### config.mk
export PLATFORM = sky130hd
export DESIGN_NAME = encounter_ctrl
export DESIGN_NICKNAME = d
export VERILOG_FILES = /design/src/rtl/game_pkg.sv /design/src/rtl/frame_tick.sv /design/src/rtl/encounter_ctrl.sv
export SDC_FILE = /design/constraint.sdc
export NUM_CORES = 1
export LEC_CHECK = 0
export CORE_MARGIN = 2
export CORE_UTILIZATION = 45
export DETAILED_ROUTE_END_ITERATION = 16
export PLACE_DENSITY_LB_ADDON = 0.3
export SETUP_SLACK_MARGIN = 0.1
export SYNTH_ARGS = -nofsm -noshare
export SYNTH_HDL_FRONTEND = slang
export SYNTH_SLANG_ARGS = --single-unit
### constraint.sdc
create_clock -name clk_in -period 3.4 [get_ports clk_in]
set_input_delay 0.68 -clock clk_in [delete_from_list [all_inputs] [get_ports clk_in]]
set_output_delay 0.68 -clock clk_in [all_outputs]
set_load 0.02 [all_outputs]
### src/rtl/game_pkg.sv
// Shared game types: screen-select modes, encounter controller states, screen origin.
package game_pkg;

  typedef enum logic [1:0] {
    OVERWORLD = 2'd0,
    FLASH     = 2'd1,
    BATTLE    = 2'd2,
    GAME_OVER = 2'd3
  } mode_t;

  typedef enum logic [2:0] {
    ST_OVERWORLD,
    ST_FLASH,
    ST_INIT,
    ST_BATTLE,
    ST_RESULT,
    ST_GAME_OVER
  } enc_state_t;

  localparam int SCREEN_X0 = 432;
  localparam int SCREEN_Y0 = 312;

  // The battle subtracts damage without saturating, so anything above max wrapped below zero.
  function automatic logic [7:0] returned_health(input logic [7:0] h, input logic [7:0] max_h);
    return (h > max_h) ? 8'd0 : h;
  endfunction

endpackage

### src/rtl/frame_tick.sv
// One-cycle pulse marking the start of a frame, registered from the raster position.
module frame_tick (
  input  logic        clk_in,
  input  logic        rst_in,
  input  logic [10:0] hcount_in,
  input  logic [9:0]  vcount_in,
  output logic        tick_out
);

  logic tick_d;
  logic tick_q;

  always_comb begin
    tick_d = (hcount_in == 11'd0) && (vcount_in == 10'd0);
  end

  always_ff @(posedge clk_in) begin
    if (rst_in) tick_q <= 1'b0;
    else        tick_q <= tick_d;
  end

  assign tick_out = tick_q;

endmodule

### src/rtl/encounter_ctrl.sv
// Overworld-side encounter controller: triggers wild battles, runs the flash transition,
// drives the battle handshake and owns the player health register.
module encounter_ctrl
  import game_pkg::*;
#(
  parameter logic [7:0] MAX_HEALTH       = 8'd100,
  parameter logic [7:0] ENCOUNTER_THRESH = 8'd40,
  parameter logic [7:0] COOLDOWN_STEPS   = 8'd4,
  parameter logic [7:0] FLASH_FRAMES     = 8'd16
) (
  input  logic        clk_in,
  input  logic        rst_in,
  input  logic [10:0] hcount_in,
  input  logic [9:0]  vcount_in,
  input  logic        step_in,
  input  logic        grass_in,
  input  logic [7:0]  rand_in,
  input  logic        respawn_in,
  input  logic        battle_run_in,
  input  logic [7:0]  battle_health_in,
  output logic        battle_rst_out,
  output logic        battle_start_out,
  output logic [7:0]  battle_health_out,
  output logic [1:0]  mode_out,
  output logic        flash_out,
  output logic [7:0]  player_health_out
);

  logic tick;

  frame_tick u_frame_tick (
    .clk_in    (clk_in),
    .rst_in    (rst_in),
    .hcount_in (hcount_in),
    .vcount_in (vcount_in),
    .tick_out  (tick)
  );

  enc_state_t state_d, state_q;
  mode_t      mode_d, mode_q;
  logic [7:0] player_d, player_q;
  logic [7:0] cool_d, cool_q;
  logic [7:0] frames_d, frames_q;
  logic [7:0] frames_inc;
  logic [7:0] cap_d, cap_q;
  logic [7:0] bhealth_d, bhealth_q;
  logic [7:0] res_h;
  logic       flash_d, flash_q;
  logic       brst_d, brst_q;
  logic       bstart_d, bstart_q;
  logic       first_d, first_q;

  // Handshake: battle_rst_out pulses one cycle with battle_health_out valid, then
  // battle_start_out holds high until a battle_run_in pulse (ignored on the first cycle).
  always_comb begin
    state_d    = state_q;
    mode_d     = mode_q;
    player_d   = player_q;
    cool_d     = cool_q;
    frames_d   = frames_q;
    cap_d      = cap_q;
    bhealth_d  = bhealth_q;
    flash_d    = flash_q;
    brst_d     = brst_q;
    bstart_d   = bstart_q;
    first_d    = first_q;
    frames_inc = frames_q + 8'd1;
    res_h      = returned_health(cap_q, MAX_HEALTH);

    unique case (state_q)
      ST_OVERWORLD: begin
        if (step_in && grass_in) begin
          if (cool_q != 8'd0) begin
            cool_d = cool_q - 8'd1;
          end else if (rand_in < ENCOUNTER_THRESH) begin
            state_d  = ST_FLASH;
            mode_d   = FLASH;
            frames_d = 8'd0;
            flash_d  = 1'b0;
          end
        end
      end
      ST_FLASH: begin
        if (tick) begin
          frames_d = frames_inc;
          flash_d  = frames_inc[2];
          if (frames_inc == FLASH_FRAMES) begin
            state_d   = ST_INIT;
            mode_d    = BATTLE;
            flash_d   = 1'b0;
            brst_d    = 1'b1;
            bhealth_d = player_q;
          end
        end
      end
      ST_INIT: begin
        brst_d   = 1'b0;
        bstart_d = 1'b1;
        first_d  = 1'b1;
        state_d  = ST_BATTLE;
      end
      ST_BATTLE: begin
        first_d = 1'b0;
        if (battle_run_in && !first_q) begin
          cap_d    = battle_health_in;
          bstart_d = 1'b0;
          state_d  = ST_RESULT;
        end
      end
      ST_RESULT: begin
        if (res_h == 8'd0) begin
          player_d = 8'd0;
          state_d  = ST_GAME_OVER;
          mode_d   = GAME_OVER;
        end else begin
          player_d = res_h;
          cool_d   = COOLDOWN_STEPS;
          state_d  = ST_OVERWORLD;
          mode_d   = OVERWORLD;
          flash_d  = 1'b0;
        end
      end
      ST_GAME_OVER: begin
        if (respawn_in) begin
          player_d = MAX_HEALTH;
          cool_d   = COOLDOWN_STEPS;
          state_d  = ST_OVERWORLD;
          mode_d   = OVERWORLD;
        end
      end
      default: begin
        state_d = ST_OVERWORLD;
        mode_d  = OVERWORLD;
      end
    endcase
  end

  always_ff @(posedge clk_in) begin
    if (rst_in) begin
      state_q   <= ST_OVERWORLD;
      mode_q    <= OVERWORLD;
      player_q  <= MAX_HEALTH;
      cool_q    <= 8'd0;
      frames_q  <= 8'd0;
      cap_q     <= 8'd0;
      bhealth_q <= MAX_HEALTH;
      flash_q   <= 1'b0;
      brst_q    <= 1'b0;
      bstart_q  <= 1'b0;
      first_q   <= 1'b0;
    end else begin
      state_q   <= state_d;
      mode_q    <= mode_d;
      player_q  <= player_d;
      cool_q    <= cool_d;
      frames_q  <= frames_d;
      cap_q     <= cap_d;
      bhealth_q <= bhealth_d;
      flash_q   <= flash_d;
      brst_q    <= brst_d;
      bstart_q  <= bstart_d;
      first_q   <= first_d;
    end
  end

  assign battle_rst_out    = brst_q;
  assign battle_start_out  = bstart_q;
  assign battle_health_out = bhealth_q;
  assign mode_out          = mode_q;
  assign flash_out         = flash_q;
  assign player_health_out = player_q;

endmodule

==> results by group, run 1 <==
Run status
  • Outcome: completed

Critical path
  • Worst Setup Start Kind: primary input
  • RR Startpoint: state_q[2]
  • CP max FO: 9
  • Flop-to-flop setup slack: about 1.1 ns
  • Critical path endpoint: cool_q[2]
  • RR Endpoint: cool_q[2]
  • Worst Path Arrival: 2.53 ns
  • Worst-case reg-to-reg path depth: 4
  • Crit. End Element: flip-flop
  • WS Path Type: primary input to flip-flop
  • CP Launch Point: step_in
  • Data required time of the worst path: 3.60 ns

Synthesis
  • Largest cells by area after synthesis: dfxtp_1 42%, mux2i_1 7.1%, nor2_1 6.1%
  • Ys flop type: dfxtp_1
  • EDFF count, synth: 0
  • Ys async rst share: 0
  • Post-synth top area share: 0.416
  • Synth Net Count: 324
  • Sequential area share after synthesis: 0.416
  • Synthesized flop and latch total: 50
  • Mapped cell area: approximately 0.0024 mm²
  • Area leader, netlist: dfxtp_1
  • Netlist cell types: 52
  • Cells after synthesis: 278
  • Synth Warn #: 0
  • Syn avg cell area: 8.66 µm²

Clock tree
  • H-tree levels: 2
  • Clock Latency Late Sink: 0.31 ns
  • Clock buffer depth: 2
  • # Post-CTS Setup Buffers: 0
  • CTS root buffer: clkbuf_8
  • CTS tree: yes
  • Clock-pin slew on the worst setup and hold paths: 0.09 ns
  • Hold Buf Count CTS: 0
  • Post-CTS Resized: 0
  • CTS sink count: 50
  • CTS buffer count: 5

Timing
  • Slew margin rel.: 0.407
  • RSZ-0062 raised after global routing: false
  • Final setup viols: 0
  • Final hold violations: 0
  • Final critical-path required period: 2.33 ns
  • Period utilisation layout: 0.686
  • Max Freq: 0.429 GHz
  • Total negative slack: 0 ns
  • Least-Margin Pin Slew: just under 0.9 ns
  • Final clock skew: 0.00969 ns
  • Slew Limit Fails: 0
  • Worst setup margin: 1.07 ns

Route
  • DRC violation count after routing: 0
  • DR pass1 iterations: 4
  • Wire per inst: 14.1 µm
  • DRT antenna net count: 0
  • Vias per cell: between 5 and 6
  • Vias post-DR: ~2300
  • Starting DRT DRC Count: 99
  • DRT Wirelength: 5720 µm

Placement
  • Dpl hpwl: 4140 µm
  • IO buf count: 60
  • Pre-CTS setup slack: 0.764 ns
  • DP Cell Count: about 400
  • GPL Wtd Cong: 0.833
  • Area after DPL: 0.00304 mm²

Floorplan
  • Initial Util: 0.469
  • # IOs: 64
  • Die width: 77.2 µm
  • Rows: 26
  • Core Footprint: 0.00514 mm²
  • Die area: a little under 0.006 mm²
  • Die Y: a little under 80 µm

Power and ir drop
  • Static leakage: 1.20 nW
  • VDD IR max: 326 µV
  • PD cells: around 650 mW/mm²

GRT
  • Initial antenna violation count: 0
  • Grt total ovfl: 0
  • Vias in the first global route: 2145
  • GRT Overall Usage: 0.196
  • First-pass GRT wire length: roughly 9600 µm
  • Pin count of the biggest net entering global routing: 38

Worst hold path
  • Hold Crit Class: flip-flop to flip-flop

Final layout
  • Ant. Diodes: 0
  • Final Instance Area: 0.00315 mm²
  • Non-Filler Instances: 405
  • Fin util: 0.613
  • Layout Nets: 380
  • Commonest non-fill, non-tap cell in the layout: clkdlybuf4s50_1
  • Share of cells above drive strength 1: 0.0567
  • Most frequent cells in the layout: 60 x clkdlybuf4s50_1, 50 x dfxtp_1, 39 x nor2_1, 23 x a21oi_1, 20 x o21ai_0
  • Area Growth Syn to Fin: 30.9%

Run
  • Max Cap Violations: 0
registers in the layout (all words and copies together) (netlist names):
signal                 cells
battle_health_out          8
battle_rst_out             1
battle_start_out           1
cap_q                      8
cool_q                     8
first_q                    1
flash_out                  1
frames_q                   8
mode_out                   2
player_health_out          8
state_q                    3
u_frame_tick.tick_out      1
worst max-delay path, cell delays in order:
cell and delay [ns]:
clkdlybuf4s50_1 0.46, a211o_1 0.31, a21oi_1 0.34, o21bai_1 0.36, nor3_1 0.11, o221a_2 0.28
worst min path at each step:
stage,from,endpoint,slack [ns],cells after the start
floorplan,first_q,first_q,0.45,2
global placement,battle_rst_out,battle_rst_out,0.45,2
detailed placement,battle_rst_out,battle_rst_out,0.46,2
CTS,battle_rst_out,battle_rst_out,0.47,2
global route,flash_out,flash_out,0.50,2
finish,battle_rst_out,battle_rst_out,0.47,2
per-stage QoR:
step | hold slack (ns) | total power, mW
5_1_grt | 0.502 | 2.19
6_report | 0.468 | 2.05
3_3_place_gp | 0.447 | 1.60
4_1_cts | 0.471 | 2.05
2_1_floorplan | 0.448 | 1.40
3_5_place_dp | 0.457 | 1.62
power breakdown:
part | internal, mW | switching (mW) | total [mW]
Combinational | 0.365 | 0.480 | 0.846
Sequential | 0.664 | 0.106 | 0.769
Clock | 0.223 | 0.208 | 0.431
Total | 1.25 | 0.794 | 2.05
cell families after synthesis:
family                   after synthesis  share of synthesized area
AND/OR/NAND/NOR                      111                      0.248
AO/OA/AOI/OAI                         76                      0.205
flip-flops                            50                      0.416
buffers and inverters                 20                     0.0410
multiplexers                          17                     0.0706
adder cells (fa/ha/maj)                3                     0.0156
XOR/XNOR                               1                    0.00364
metal layers:
metal | vias up | wire [µm] | global-route usage | part of all wire
li1 | 1133 | - | - | -
met1 | 1065 | 2550 | 0.238 | 0.45
met2 | 82 | 2740 | 0.335 | 0.48
met3 | 7 | 370 | 0.0471 | 0.065
met4 | 0 | 65 | 0.0732 | 0.011
met5 | - | 0 | 0 | 0
synth_stat cells (all sizes together) (8+ instances only):
library cell	count
dfxtp	50
o21ai	20
nor2	40
inv	8
nand2	19
mux2i	17
nor3	10
clkbuf	8
a21oi	23
nor4	8
cell type report:
type	count	area, µm²
clock buffers	5	68.8
well taps	70	87.6
repair buffers	61	608
fillers	456	1990
multi-input cells	208	1310
clock inverters	3	47.5
flip-flops and latches	50	1000
inverters	8	30.0
No activity file was read; power rests on OpenSTA's default activity.
==> inputs of run 2 (changes only) <==
Clock period 3.4 ns to 2.4 ns, I/O delays scaled along.
==> results by group, run 2 (same netlist as run 1, synthesis figures left out) <==
Clock tree
  • Hold Buf Count CTS: 0 (unchanged)
  • CTS sink count: 50 (unchanged)
  • Clock buffer depth: 2 (unchanged)
  • Post-CTS Resized: 0 (unchanged)
  • H-tree levels: 2 (unchanged)
  • CTS buffer count: 5 (unchanged)
  • Clock Latency Late Sink: 0.32 ns (about the same)
  • CTS tree: yes
  • # Post-CTS Setup Buffers: 0 (unchanged)
  • CTS root buffer: clkbuf_8
  • Clock-pin slew on the worst setup and hold paths: 0.10 ns (about the same)

Run
  • Max Cap Violations: 0 (unchanged)

Timing
  • RSZ-0062 raised after global routing: false
  • Final hold violations: 0 (unchanged)
  • Hold_ws: 0.466 ns (-0.00191 ns)
  • Period utilisation layout: 0.858
  • Slew margin rel.: 0.511 (+0.104)
  • Final setup viols: 0 (unchanged)
  • Least-Margin Pin Slew: 0.725 ns (-0.163 ns)
  • Final clock skew: 0.0140 ns (+0.00432 ns)
  • Max Freq: approximately 0.49 GHz
  • Final critical-path required period: between 2 and 2.5 ns
  • Slew Limit Fails: 0 (unchanged)
  • Total negative slack: 0 ns (unchanged)

Run status
  • Outcome: completed

Power and ir drop
  • Power share of the clock group: 0.180 (-0.031)
  • Flop pwr share: 0.366 (-0.010)
  • Sw Pwr: 1.16 mW (+47%)
  • PD cells: 909 mW/mm² (+40%)
  • Total Power: 2.93 mW (+43%)
  • VDD IR max: 466 µV (+43%)
  • Sw Ratio: 0.397 (+0.00882)
  • Gate power share: 0.454 (+0.041)
  • Static leakage: 1.25 nW (+3.9%)
  • Cell-internal power: 1.77 mW (+41%)

Final layout
  • Commonest non-fill, non-tap cell in the layout: clkdlybuf4s50_1
  • Layout Nets: 392 (+3.2%)
  • Most frequent cells in the layout: 60 x clkdlybuf4s50_1, 50 x dfxtp_1, 39 x nor2_1, 23 x a21oi_1, 20 x o21ai_0
  • Fin util: 0.628 (+0.0148)
  • Ant. Diodes: 0 (unchanged)
  • Fillcell total: 473 (+3.7%)
  • Share of cells above drive strength 1: 0.0922 (+0.0355)
  • Final Instance Area: 0.00323 mm² (+2.4%)
  • Area Growth Syn to Fin: 34.0%

Route
  • Wire per inst: 14.0 µm (-1.0%)
  • Vias post-DR: 2333 (+2.0%)
  • Met1 WL: 2590 µm (+1.8%)
  • Starting DRT DRC Count: 98 (-1.0%)
  • DR pass1 iterations: 4 (unchanged)
  • DRT antenna net count: 0 (unchanged)
  • Top sig layer: met4
  • Routed met2 length: 2780 µm (+1.7%)
  • DRT Wirelength: 5830 µm (+1.9%)
  • Vias per cell: 5.59 (-0.92%)
  • DRC violation count after routing: 0 (unchanged)
  • Metal3 WL: 390 µm (+5.4%)

Critical path
  • Worst-case reg-to-reg path depth: 7 (+3)
  • Worst Path Arrival: 2.27 ns (-0.26 ns)
  • Worst Setup Start Kind: flip-flop
  • Data required time of the worst path: 2.61 ns (-0.99 ns)
  • CP max FO: 4 (-5)
  • Crit. End Element: flip-flop
  • WS Path Type: flip-flop to flip-flop

Floorplan
  • # IOs: 64 (unchanged)
  • Core Footprint: 0.00514 mm² (unchanged)
  • Die area: 0.00595 mm² (unchanged)
  • Rows: 26 (unchanged)
  • Die Y: 77.2 µm (unchanged)
  • Initial Util: 0.469 (unchanged)
  • Die width: 77.2 µm (unchanged)

GRT
  • Vias in the first global route: 2143 (-0.093%)
  • First-pass GRT wire length: 9680 µm (+0.86%)
  • Initial antenna violation count: 0 (unchanged)
  • Pin count of the biggest net entering global routing: 21 (-45%)
  • Grt total ovfl: 0 (unchanged)
  • GRT Overall Usage: 0.198 (+0.00223)

Placement
  • GPL Wtd Cong: 0.836 (+0.36%)
  • Area after DPL: 0.00313 mm² (+3.0%)
  • IO buf count: 60 (unchanged)
  • Dpl hpwl: 4270 µm (+3.2%)

Worst hold path
  • Worst hold path cell count: 2 (unchanged)
  • Hold Crit Class: flip-flop to flip-flop
==> run 2: cell types whose count changed in the layout (fill, tap and decap cells not counted), sizes merged <==
cell      change
buf          +12
bufinv        -1
clkinv        -1
clkinvlp      +1
inv           +1
==> run 2: layout make-up <==
class | count | area, µm² | area share
Clock buffer | 5 | 68.8 | 0.0213
Clock inverter | 3 | 27.5 | 0.00853
Timing Repair Buffer | 73 | 698 | 0.216
Tap cell | 70 | 87.6 | 0.0271
Inverter | 8 | 30.0 | 0.00930
Multi-Input combinational cell | 208 | 1320 | 0.407
Sequential cell | 50 | 1000 | 0.310
==> run 2: worst paths after layout <==
| path | from | endpoint | slack, ns |
|---|---|---|---|
| setup / recovery | cool_q[0] | mode_out[1] | 0.34 |
| setup reg to reg | cool_q[0] | mode_out[1] | 0.34 |
| hold reg to reg | battle_rst_out | battle_rst_out | 0.47 |
| hold / removal | battle_rst_out | battle_rst_out | 0.47 |
==> run 2: power groups by stage <==
stage	Combinational (mW)	Sequential, mW	Clock, mW
after floorplan	0.892	1.09	0
after global placement	1.30	1.09	0
after detailed placement	1.32	1.09	0
after CTS	1.33	1.07	0.549
after global routing	1.46	1.09	0.583
final	1.33	1.07	0.529
==> run 2: through the flow <==
| stage | worst slack (ns) | instances |
|---|---|---|
| global route | 0.191 | 417 |
| floorplan | 0.549 | 278 |
| finish | 0.342 | 417 |
| detailed placement | 0.173 | 409 |
| CTS | 0.314 | 417 |
| global placement | 0.209 | 409 |
==> run 2: worst max-delay path, cell delays in order, from the launching register on <==
cell,delay (ns)
dfxtp_1,0.33
inv_1,0.10
ha_1,0.17
nor3b_1,0.37
nand4_2,0.19
a211o_1,0.36
or3_1,0.31
o211a_1,0.12
==> run 2: metal layers <==
| layer | track usage | vias up |
|---|---|---|
| li1 | - | 1158 |
| met1 | 0.244 | 1100 |
| met2 | 0.337 | 68 |
| met3 | 0.0553 | 7 |
| met4 | 0.0589 | 0 |
| met5 | 0 | - |
